### src/rtl/sm3_cf_core_if.sv
// ---------------------------------------------------------------------------
// sm3_cf_core_if
// Handshake bundle between an SM3 hash sequencer (master) and the
// compression-function core (slave).
//
//   cf_start  master->slave  level request; a sampled rising edge launches
//   iv        master->slave  chaining value V(i), [255:224]=A ... [31:0]=H
//   block     master->slave  message block, [511:480]=W0 ... [31:0]=W15
//   hash_out  slave->master  V(i+1), same word order as iv, held until the
//                            next completion
//   cf_end    slave->master  one-cycle done pulse
// ---------------------------------------------------------------------------
interface sm3_cf_core_if;
  logic         cf_start;
  logic [255:0] iv;
  logic [511:0] block;
  logic [255:0] hash_out;
  logic         cf_end;

  modport master (
    output cf_start,
    output iv,
    output block,
    input  hash_out,
    input  cf_end
  );

  modport slave (
    input  cf_start,
    input  iv,
    input  block,
    output hash_out,
    output cf_end
  );
endinterface

### src/rtl/sm3_cf_core.sv
// ---------------------------------------------------------------------------
// sm3_cf_core
// SM3 compression function CF(V, B), one round per clock.
// A rising edge of cf_start seen in IDLE captures iv and block, the 64
// rounds run over the next 64 clocks, and one further clock publishes
// hash_out = {A..H} ^ V together with a single-cycle cf_end pulse.
//
// Ports:
//   clk    clock
//   reset  asynchronous, active-low reset
//   bus    sm3_cf_core_if.slave: cf_start, iv, block in; hash_out, cf_end out
// ---------------------------------------------------------------------------
module sm3_cf_core (
  input  logic         clk,
  input  logic         reset,
  sm3_cf_core_if.slave bus
);

  localparam logic [1:0] ST_IDLE  = 2'd0;
  localparam logic [1:0] ST_ROUND = 2'd1;
  localparam logic [1:0] ST_FINAL = 2'd2;

  localparam logic [31:0] T_LO = 32'h79cc4519;
  localparam logic [31:0] T_HI = 32'h7a879d8a;

  function automatic logic [31:0] rotl(input logic [31:0] x, input logic [4:0] n);
    // A shift by 32 yields zero, so n==0 degenerates cleanly to x.
    return (x << n) | (x >> (6'd32 - {1'b0, n}));
  endfunction

  function automatic logic [31:0] p0(input logic [31:0] x);
    return x ^ rotl(x, 5'd9) ^ rotl(x, 5'd17);
  endfunction

  function automatic logic [31:0] p1(input logic [31:0] x);
    return x ^ rotl(x, 5'd15) ^ rotl(x, 5'd23);
  endfunction

  logic [1:0]        state_q, state_d;
  logic              start_q, start_d;
  logic [5:0]        cnt_q, cnt_d;
  logic [255:0]      v_q, v_d;
  // st_q[7]=A ... st_q[0]=H, so the packed value lines up with iv/hash_out.
  logic [7:0][31:0]  st_q, st_d;
  // w_q[15] holds W(j), w_q[0] holds W(j+15); the packed value lines up with block.
  logic [15:0][31:0] w_q, w_d;
  logic [255:0]      hash_q, hash_d;
  logic              cf_end_q, cf_end_d;

  logic launch;
  assign launch = (state_q == ST_IDLE) && bus.cf_start && !start_q;

  logic [31:0] w_j, w_pj, w_new;

  always_comb begin
    w_j   = w_q[15];
    w_pj  = w_q[15] ^ w_q[11];
    // W(j+16) from W(j), W(j+3), W(j+7), W(j+10), W(j+13).
    w_new = p1(w_q[15] ^ w_q[8] ^ rotl(w_q[2], 5'd15))
            ^ rotl(w_q[12], 5'd7) ^ w_q[5];
  end

  logic [31:0] a, b, c, d, e, f, g, h;
  logic [31:0] tj, a12, ss1, ss2, ff, gg, tt1, tt2;
  logic [7:0][31:0] st_next;

  always_comb begin
    a   = st_q[7];
    b   = st_q[6];
    c   = st_q[5];
    d   = st_q[4];
    e   = st_q[3];
    f   = st_q[2];
    g   = st_q[1];
    h   = st_q[0];
    tj  = (cnt_q < 6'd16) ? T_LO : T_HI;
    a12 = rotl(a, 5'd12);
    ss1 = rotl(a12 + e + rotl(tj, cnt_q[4:0]), 5'd7);
    ss2 = ss1 ^ a12;
    if (cnt_q < 6'd16) begin
      ff = a ^ b ^ c;
      gg = e ^ f ^ g;
    end else begin
      ff = (a & b) | (a & c) | (b & c);
      gg = (e & f) | (~e & g);
    end
    tt1 = ff + d + ss2 + w_pj;
    tt2 = gg + h + ss1 + w_j;
    st_next = {tt1, a, rotl(b, 5'd9), c, p0(tt2), e, rotl(f, 5'd19), g};
  end

  // Control: cf_end defaults low so the FINAL pulse lasts exactly one cycle;
  // iv and block are only looked at on the launch edge.
  always_comb begin
    state_d  = state_q;
    start_d  = bus.cf_start;
    cnt_d    = cnt_q;
    v_d      = v_q;
    st_d     = st_q;
    w_d      = w_q;
    hash_d   = hash_q;
    cf_end_d = 1'b0;
    case (state_q)
      ST_IDLE: begin
        if (launch) begin
          v_d     = bus.iv;
          st_d    = bus.iv;
          w_d     = bus.block;
          cnt_d   = 6'd0;
          state_d = ST_ROUND;
        end
      end
      ST_ROUND: begin
        st_d  = st_next;
        w_d   = {w_q[14:0], w_new};
        cnt_d = cnt_q + 6'd1;
        if (cnt_q == 6'd63) begin
          state_d = ST_FINAL;
        end
      end
      ST_FINAL: begin
        hash_d   = st_q ^ v_q;
        cf_end_d = 1'b1;
        state_d  = ST_IDLE;
      end
      default: begin
        state_d = ST_IDLE;
      end
    endcase
  end

  always_ff @(posedge clk or negedge reset) begin
    if (!reset) begin
      state_q  <= ST_IDLE;
      start_q  <= 1'b0;
      cnt_q    <= 6'd0;
      v_q      <= '0;
      st_q     <= '0;
      w_q      <= '0;
      hash_q   <= '0;
      cf_end_q <= 1'b0;
    end else begin
      state_q  <= state_d;
      start_q  <= start_d;
      cnt_q    <= cnt_d;
      v_q      <= v_d;
      st_q     <= st_d;
      w_q      <= w_d;
      hash_q   <= hash_d;
      cf_end_q <= cf_end_d;
    end
  end

  assign bus.hash_out = hash_q;
  assign bus.cf_end   = cf_end_q;

endmodule

### src/flat_wrapper.sv
// flat-port wrapper written by rule: the top's interface ports become plain ports
module sm3_cf_core_flat 
  (clk, reset, bus_cf_start, bus_iv, bus_block, bus_hash_out, bus_cf_end);
  sm3_cf_core_if bus_i ();
  input  logic clk;
  input  logic reset;
  input wire logic [$bits(bus_i.cf_start)-1:0] bus_cf_start;
  input wire logic [$bits(bus_i.iv)-1:0] bus_iv;
  input wire logic [$bits(bus_i.block)-1:0] bus_block;
  output wire logic [$bits(bus_i.hash_out)-1:0] bus_hash_out;
  output wire logic [$bits(bus_i.cf_end)-1:0] bus_cf_end;
  assign bus_i.cf_start = bus_cf_start;
  assign bus_i.iv = bus_iv;
  assign bus_i.block = bus_block;
  assign bus_hash_out = bus_i.hash_out;
  assign bus_cf_end = bus_i.cf_end;
  sm3_cf_core u_core (.clk(clk), .reset(reset), .bus(bus_i));
endmodule
### config.mk
export PLATFORM = sky130hd
export DESIGN_NAME = sm3_cf_core_flat
export DESIGN_NICKNAME = d
export VERILOG_FILES = /design/src/rtl/sm3_cf_core_if.sv /design/src/rtl/sm3_cf_core.sv /design/src/flat_wrapper.sv
export SDC_FILE = /design/constraint.sdc
export NUM_CORES = 2
export LEC_CHECK = 0
export ABC_AREA = 0
export CORE_ASPECT_RATIO = 0.6
export CORE_MARGIN = 3
export CORE_UTILIZATION = 25
export CTS_CLUSTER_SIZE = 10
export DETAILED_ROUTE_END_ITERATION = 8
export GPL_ROUTABILITY_DRIVEN = 0
export GPL_TIMING_DRIVEN = 0
export HOLD_SLACK_MARGIN = 0.1
export PLACE_DENSITY = 0.5
export RECOVER_POWER = 100
export SYNTH_ARGS = -nofsm -noshare
export SYNTH_HDL_FRONTEND = slang
export SYNTH_SLANG_ARGS = --single-unit
### constraint.sdc
create_clock -name clk -period 11.2 [get_ports clk]
set_clock_uncertainty 0.05 [all_clocks]
set_input_delay 2.24 -clock clk [delete_from_list [all_inputs] [get_ports clk]]
set_output_delay 2.24 -clock clk [all_outputs]
set_load 0.005 [all_outputs]
### Word-level counts from Yosys, hierarchy flattened

Cells that the tools add are included.
Widths: inputs -> output; s select.

| word-level totals | value |
|---|---|
| register bits | 1290 |
| output and inout bits | 257 |
| logic and storage cells | 104 |

| operators by class | value |
|---|---|
| $add $sub $neg | 10 |
| magnitude comparators | 1 |
| eq/ne operators | 5 |
| shift-type cells | 2 |
| multiplexer cells | 13 |
| bitwise gates (word level) | 35 |
| reduce and logical (&&, ||, !) cells | 8 |

Operators with widths:

| cell | count |
|---|---|
| $pmux 512 s2 | 1 |
| $mux 512 | 1 |
| $pmux 256 s2 | 1 |
| $xor 32x32->32 | 14 |
| $add 32x32->32 | 8 |
| $mux 256 | 1 |
| $xor 256x256->256 | 1 |
| $and 32x32->32 | 5 |
| $or 32x32->32 | 4 |
| $mux 32 | 2 |
| $or 32x15->32 | 2 |
| $or 32x7->32 | 2 |
| $or 32x9->32 | 2 |
| $not 32->32 | 1 |
| $or 32x12->32 | 1 |
| $or 32x17->32 | 1 |
| $or 32x19->32 | 1 |
| $or 32x23->32 | 1 |
| $shl 32x5->32 | 1 |
| $shr 32x6->32 | 1 |
| $mux 26 | 1 |
| $pmux 6 s2 | 1 |
| $add 6x1->6 const B | 1 |
| $eq 6x6->1 const B | 1 |
| 14 further kinds | 19 |

### Logic depth before layout (Yosys ltp)

| depth | value |
|---|---|
| word-level depth | 12 |
| depth in mapped cells | 44 |
| depth with buffers taken out | 40 |

### Least setup slack after synthesis

OpenSTA, ideal clock, no wires.

| timing | value |
|---|---|
| path type | register to register |
| start | register u_core.cnt_q[4] |
| end | register u_core.st_q, in the netlist u_core.e[5] |
| data arrival time | 9.535 ns |
| setup slack | 1.469 ns |
| stages on the path, launching flop included | 43 |
| clock period less this slack | 9.731 ns |
| cell sequence | dfrtp_1 > clkbuf_1 > nor2_1 > inv_1 > clkbuf_1 > buf_1 > clkbuf_1 > buf_1 > ha_1 > clkbuf_1 > o21ai_0 > nand2_1 > o21ai_0 > o21ai_0 > nand2_1 > o21ai_0 > fa_1 > ha_1 > (+7 left out) > a21oi_1 > a311o_1 > a21oi_1 > xnor2_1 > fa_1 > fa_1 > inv_1 > ha_1 > or3_1 > a31oi_1 > a21oi_2 > a211oi_1 > o21ai_1 > o41a_1 > a311oi_1 > xnor2_1 > xnor2_1 > o221ai_1 |

| on the way | value |
|---|---|
| longest elaborated chain between the ends | 12 |
| elaborated cells between the ends (all ways) | 17 |
| those cells by class | 5 x add/sub; 1 x order compare; 2 x shift; 3 x mux; 6 x bitwise |

RTL lines:

| item | RTL line | RTL |
|---|---|---|
| start: declaration | sm3_cf_core.sv:41 | `logic [5:0] cnt_q, cnt_d;` |
| start signal: assignment | sm3_cf_core.sv:145 | `cnt_q <= cnt_d;` |
| $lt 6x5->1 | sm3_cf_core.sv:76, sm3_cf_core.sv:80 |  |
| $mux 26 | sm3_cf_core.sv:76 | `tj = (cnt_q < 6'd16) ? T_LO : T_HI;` |
| $shr 32x6->32 or $shl 32x5->32 (tied branches) | sm3_cf_core.sv:28 | `return (x << n) \| (x >> (6'd32 - {1'b0, n}));` |
| $or 32x32->32 | sm3_cf_core.sv:28 |  |
| $add 32x32->32 | sm3_cf_core.sv:78 | `ss1 = rotl(a12 + e + rotl(tj, cnt_q[4:0]), 5'd7);` |
| $or 32x7->32 | sm3_cf_core.sv:28 |  |
| $add 32x32->32 (*) (2 in series) | sm3_cf_core.sv:88 | `tt2 = gg + h + ss1 + w_j;` |
| $or 32x9->32 | sm3_cf_core.sv:28 |  |
| $xor 32x32->32 | sm3_cf_core.sv:32 | `return x ^ rotl(x, 5'd9) ^ rotl(x, 5'd17);` |
| $xor 32x32->32 (*) | sm3_cf_core.sv:32 |  |
| $pmux 256 s2 (*) | sm3_cf_core.sv:103 | `case (state_q)` |
| end signal: assignment | sm3_cf_core.sv:147 | `st_q <= st_d;` |
| end: declaration | sm3_cf_core.sv:44 | `logic [7:0][31:0] st_q, st_d;` |

Mark *: on every way between the ends. The rest lies on a longest branch, timed or not.
A chain may end at the register's enable or synchronous reset.

### Worst setup path in the final report

| timing | value |
|---|---|
| start | register u_core.cnt_q[5] |
| end | register u_core.st_q, in the netlist u_core.e[8] |

| on the way | value |
|---|---|
| longest elaborated chain between the ends | 12 |
| elaborated cells between the ends (all ways) | 16 |
| those cells by class | 4 x add/sub; 1 x order compare; 2 x shift; 3 x mux; 6 x bitwise |

RTL lines:

| item | RTL line |
|---|---|
| $lt 6x5->1 (*) | sm3_cf_core.sv:76, sm3_cf_core.sv:80 |
| $mux 26 | sm3_cf_core.sv:76 |
| $shr 32x6->32 or $shl 32x5->32 (tied branches) | sm3_cf_core.sv:28 |
| $or 32x32->32 | sm3_cf_core.sv:28 |
| $add 32x32->32 | sm3_cf_core.sv:78 |
| $or 32x7->32 | sm3_cf_core.sv:28 |
| $add 32x32->32 (*) (2 in series) | sm3_cf_core.sv:88 |
| $or 32x9->32 | sm3_cf_core.sv:28 |
| $xor 32x32->32 | sm3_cf_core.sv:32 |
| $xor 32x32->32 (*) | sm3_cf_core.sv:32 |
| $pmux 256 s2 (*) | sm3_cf_core.sv:103 |

Marks and branches as above.

==> impl_metrics.xml <==
<?xml version="1.0" encoding="UTF-8"?>
<metrics>
  <group name="status">
    <metric name="status" unit="">complete, but fails checks</metric>
    <metric name="failed_checks" unit="">design-rule violations, max-capacitance violations, max-slew violations</metric>
  </group>
  <group name="drt">
    <metric name="drt-total-wl" unit="um">409000</metric>
    <metric name="routed_via_count" unit="">70200</metric>
    <metric name="firstDrtPassIters" unit="">9</metric>
    <metric name="first_iter_violations" unit="">10300</metric>
    <metric name="wl_per_cell" unit="um">30.6</metric>
    <metric name="antenna_left" unit="">0</metric>
    <metric name="drc" unit="">84</metric>
    <metric name="detail_route.vias_per_cell" unit="">5.25</metric>
  </group>
  <group name="setup_path">
    <metric name="crit_required" unit="ps">11770</metric>
    <metric name="endpoint_kind" unit="">flop</metric>
    <metric name="critical_path.slowest_cell" unit="">sky130_fd_sc_hd__fa_1</metric>
    <metric name="crit_type" unit="">flop to flop</metric>
    <metric name="critPathMaxStageDelay" unit="ps">510</metric>
    <metric name="startpoint_type" unit="">flop</metric>
    <metric name="path_max_fanout" unit="">13</metric>
    <metric name="cp.arrival" unit="ps">11690</metric>
  </group>
  <group name="synth">
    <metric name="ys_async_sr_fraction" unit="%">100</metric>
    <metric name="synth.cell_area" unit="um^2">70600</metric>
    <metric name="yosysSeqAreaShare" unit="%">45.7</metric>
    <metric name="synth.largest_area_cell" unit="">sky130_fd_sc_hd__dfrtp_1</metric>
    <metric name="netlist-cell-type-count" unit="">74</metric>
    <metric name="yosysWarnings" unit="">0</metric>
    <metric name="synth_flop_cell" unit="">sky130_fd_sc_hd__dfrtp_1</metric>
    <metric name="synth_top_cell_area_share" unit="%">45.7</metric>
    <metric name="yosys-top-cells-area" unit="">sky130_fd_sc_hd__dfrtp_1, sky130_fd_sc_hd__nand2_1, sky130_fd_sc_hd__xnor2_1, sky130_fd_sc_hd__a31oi_1, sky130_fd_sc_hd__fa_1</metric>
    <metric name="synth_seq_cells" unit="">1290</metric>
    <metric name="synth_fp_nets" unit="">9382</metric>
    <metric name="synth_edf_count" unit="">0</metric>
    <metric name="synth_area_per_cell" unit="um^2">8.48</metric>
    <metric name="post_synth_inst_count" unit="">8323</metric>
  </group>
  <group name="layout">
    <metric name="register_area" unit="um^2">32300</metric>
    <metric name="final_nets" unit="">10600</metric>
    <metric name="area_growth_syn_to_layout" unit="%">28.3</metric>
    <metric name="fillers" unit="">29600</metric>
    <metric name="multi_input_gate_area" unit="um^2">35300</metric>
    <metric name="drive_gt1_share" unit="%">3.12</metric>
    <metric name="utilization" unit="%">32.4</metric>
  </group>
  <group name="die">
    <metric name="start_util" unit="%">25.2</metric>
    <metric name="chipHeight" unit="um">418</metric>
    <metric name="die-area" unit="um^2">289000</metric>
    <metric name="boundaryPins" unit="">1028</metric>
    <metric name="die_w" unit="um">692</metric>
    <metric name="fp-row-count" unit="">150</metric>
    <metric name="core_region_area" unit="um^2">280000</metric>
  </group>
  <group name="timing">
    <metric name="slew_of_the_pin_with_the_lowest_slew_margin" unit="ps">4290</metric>
    <metric name="finalWorstSetupSlack" unit="ps">83.4</metric>
    <metric name="slew-limit-headroom" unit="%">-186</metric>
    <metric name="finalMaxSlewViolations" unit="">720</metric>
    <metric name="finalHoldWorstSlack" unit="ps">424</metric>
    <metric name="finalHoldViolations" unit="">0</metric>
    <metric name="maxClockFrequency" unit="MHz">90.0</metric>
    <metric name="layout_min_cycle_time" unit="ps">11120</metric>
    <metric name="final-setup-viol-count" unit="">0</metric>
    <metric name="finalCritPeriodShare" unit="%">99.3</metric>
  </group>
  <group name="job">
    <metric name="drv.max_cap_violation_count" unit="">13</metric>
  </group>
  <group name="clock_tree">
    <metric name="cts_buffers" unit="">162</metric>
    <metric name="cts_tree" unit="">built</metric>
    <metric name="clockRootBuffer" unit="">sky130_fd_sc_hd__clkbuf_16</metric>
    <metric name="numClockSinks" unit="">1290</metric>
    <metric name="clk-insertion-delay-late" unit="ps">860</metric>
    <metric name="clockBufferDepth" unit="">4</metric>
    <metric name="ctsHoldBuffers" unit="">0</metric>
    <metric name="ctsHtreeMaxLevel" unit="">4</metric>
    <metric name="path_clk_slew" unit="ps">60</metric>
  </group>
  <group name="placement">
    <metric name="port-buffer-count" unit="">1027</metric>
    <metric name="place_hpwl" unit="um">341000</metric>
    <metric name="pre_cts_ws" unit="ps">-2420</metric>
  </group>
  <group name="grt">
    <metric name="grt_util_all_layers" unit="%">27.4</metric>
    <metric name="grt_pass1_wl" unit="um">551000</metric>
    <metric name="number_of_global_route_vias_before_repair" unit="">67200</metric>
    <metric name="pin_count_of_the_biggest_net_entering_global_routing" unit="">172</metric>
    <metric name="grt_antenna_before_repair" unit="">140</metric>
    <metric name="grt-ovfl-total" unit="">0</metric>
  </group>
  <group name="worst_hold_path">
    <metric name="hp-class" unit="">flop to flop</metric>
  </group>
</metrics>
[per-stage QoR]
| step | area, um^2 | TNS [ps] | cells |
|---|---|---|---|
| after floorplan | 70600 | 0 | 8323 |
| after global placement | 85500 | - | 13100 |
| after detailed placement | 85800 | -105920 | 13100 |
| after CTS | 90300 | 0 | 13300 |
| after global routing | 90500 | -25.0 | 13300 |
| final | 90600 | 0 | 13400 |
[layout make-up]
class,count,share of cell area [%]
clock buffers,177,4.59
multi-input cells,6175,39.0
clock inverters,21,0.256
repair buffers,1040,11.5
diodes,90,0.249
flip-flops and latches,1290,35.6
inverters,336,1.39
plain buffers,520,2.22
well taps,3724,5.14
[final timing paths]
path,start,endpoint,slack (ps),cells after the start
setup / recovery,u_core.cnt_q[5]$_DFFE_PN0P_,u_core.e[8]$_DFFE_PN0P_,80,41
hold / removal,u_core.bus.hash_out[126]$_DFFE_PN0P_,u_core.bus.hash_out[126]$_DFFE_PN0P_,420,2
setup reg to reg,u_core.cnt_q[5]$_DFFE_PN0P_,u_core.e[8]$_DFFE_PN0P_,80,41
hold reg to reg,u_core.bus.hash_out[126]$_DFFE_PN0P_,u_core.bus.hash_out[126]$_DFFE_PN0P_,420,2
max in group asynchronous,reset,u_core.w_q[374]$_DFFE_PN0P_,1490,5
min in group asynchronous,reset,u_core.bus.hash_out[47]$_DFFE_PN0P_,2090,1
[sequential cells by signal, summed over array words and instances (netlist names)]
signal / count
u_core.h: 32
u_core.w_j: 32
u_core.c: 32
u_core.start_q: 1
u_core.bus.cf_end: 1
u_core.state_q: 2
u_core.b: 32
u_core.e: 32
u_core.w_q: 480
u_core.g: 32
u_core.bus.hash_out: 256
u_core.v_q: 256
u_core.cnt_q: 6
u_core.f: 32
u_core.d: 32
u_core.a: 32
[Yosys cell counts (all sizes together) (7+ instances only)]
master,count
clkbuf,491
o221ai,55
mux2i,51
and3,11
nor2,834
o211ai,20
nand2b,15
o22ai,16
a21o,47
nor3,32
a22oi,17
nand3,37
o21a,12
o21ai,411
fa,188
nor2b,10
xor2,106
nand2,2607
a31o,10
a31oi,728
or3,9
inv,335
dfrtp,1290
o31ai,9
ha,100
a221oi,8
a21oi,138
o21bai,7
a211oi,23
xnor2,592
buf,31
[critical path: cells and delay by family (launching register included)]
family                   cells  cell delay [ps]
buffers and inverters        7             1530
AO/OA/AOI/OAI               20             4560
adder cells (fa/ha/maj)      7             2790
XOR/XNOR                     3              990
flip-flops                   1              450
AND/OR/NAND/NOR              4              430
[cells in the final DEF (no fill, tap or decap), types with 7 or more instances in the layout]
| master | netlist | routed |
|---|---|---|
| sky130_fd_sc_hd__o22ai_1 | 16 | 16 |
| sky130_fd_sc_hd__o21bai_1 | 7 | 7 |
| sky130_fd_sc_hd__o31ai_1 | 9 | 9 |
| sky130_fd_sc_hd__nor2_1 | 834 | 833 |
| sky130_fd_sc_hd__a211oi_1 | 23 | 23 |
| sky130_fd_sc_hd__a31oi_1 | 728 | 726 |
| sky130_fd_sc_hd__xor2_1 | 106 | 98 |
| sky130_fd_sc_hd__dlygate4sd3_1 | 0 | 258 |
| sky130_fd_sc_hd__clkbuf_1 | 490 | 483 |
| sky130_fd_sc_hd__a21o_1 | 47 | 47 |
| sky130_fd_sc_hd__fa_1 | 188 | 188 |
| sky130_fd_sc_hd__xor2_2 | 0 | 8 |
| sky130_fd_sc_hd__a21oi_1 | 137 | 135 |
| sky130_fd_sc_hd__ha_1 | 100 | 98 |
| sky130_fd_sc_hd__a31o_2 | 10 | 10 |
| sky130_fd_sc_hd__clkbuf_2 | 1 | 22 |
| sky130_fd_sc_hd__clkinv_2 | 0 | 8 |
| sky130_fd_sc_hd__o21ai_1 | 2 | 7 |
| sky130_fd_sc_hd__o211ai_1 | 20 | 20 |
| sky130_fd_sc_hd__diode_2 | 0 | 90 |
| sky130_fd_sc_hd__clkdlybuf4s50_1 | 0 | 768 |
| sky130_fd_sc_hd__mux2i_1 | 51 | 51 |
| sky130_fd_sc_hd__o21a_1 | 12 | 12 |
| sky130_fd_sc_hd__buf_1 | 30 | 20 |
| sky130_fd_sc_hd__clkbuf_16 | 0 | 162 |
| sky130_fd_sc_hd__xnor2_2 | 1 | 15 |
| sky130_fd_sc_hd__or3_1 | 9 | 9 |
| sky130_fd_sc_hd__a22oi_1 | 17 | 17 |
| sky130_fd_sc_hd__nand2_1 | 2607 | 2607 |
| sky130_fd_sc_hd__nor2b_1 | 10 | 10 |
| sky130_fd_sc_hd__nor3_1 | 32 | 31 |
| sky130_fd_sc_hd__nand2b_1 | 15 | 15 |
| sky130_fd_sc_hd__o221ai_1 | 53 | 54 |
| sky130_fd_sc_hd__xnor2_1 | 591 | 577 |
| sky130_fd_sc_hd__dfrtp_1 | 1290 | 1288 |
| sky130_fd_sc_hd__inv_1 | 334 | 332 |
| sky130_fd_sc_hd__o21ai_0 | 407 | 399 |
| sky130_fd_sc_hd__nand3_1 | 37 | 37 |
| sky130_fd_sc_hd__and3_1 | 11 | 11 |
[repair_timing]
action                                  CTS  global route
resized for setup                        28            48
endpoints found under the setup margin   62            49
buffers inserted                          0             1
pin swaps                                 1             1
[cell families after synthesis]
kind of cell	synth area share, %
simple gates	19.4
compound gates	13.6
flops	45.7
buf+inv	4.57
xor+xnor	8.77
fa+ha+maj	7.13
mux	0.787
[layer usage]
| layer | GRT usage, % | vias to the layer above | part of all wire (%) |
|---|---|---|---|
| met5 | 1.16 | - | 0.18 |
| met2 | 37.7 | 4280 | 40 |
| met4 | 10.3 | 40 | 4.1 |
| met1 | 37.7 | 35300 | 42 |
| li1 | - | 29800 | - |
| met3 | 11.4 | 773 | 13 |
Power is not shown: default switching activity piles up to over one toggle a cycle in this logic, so the estimate is an artifact.
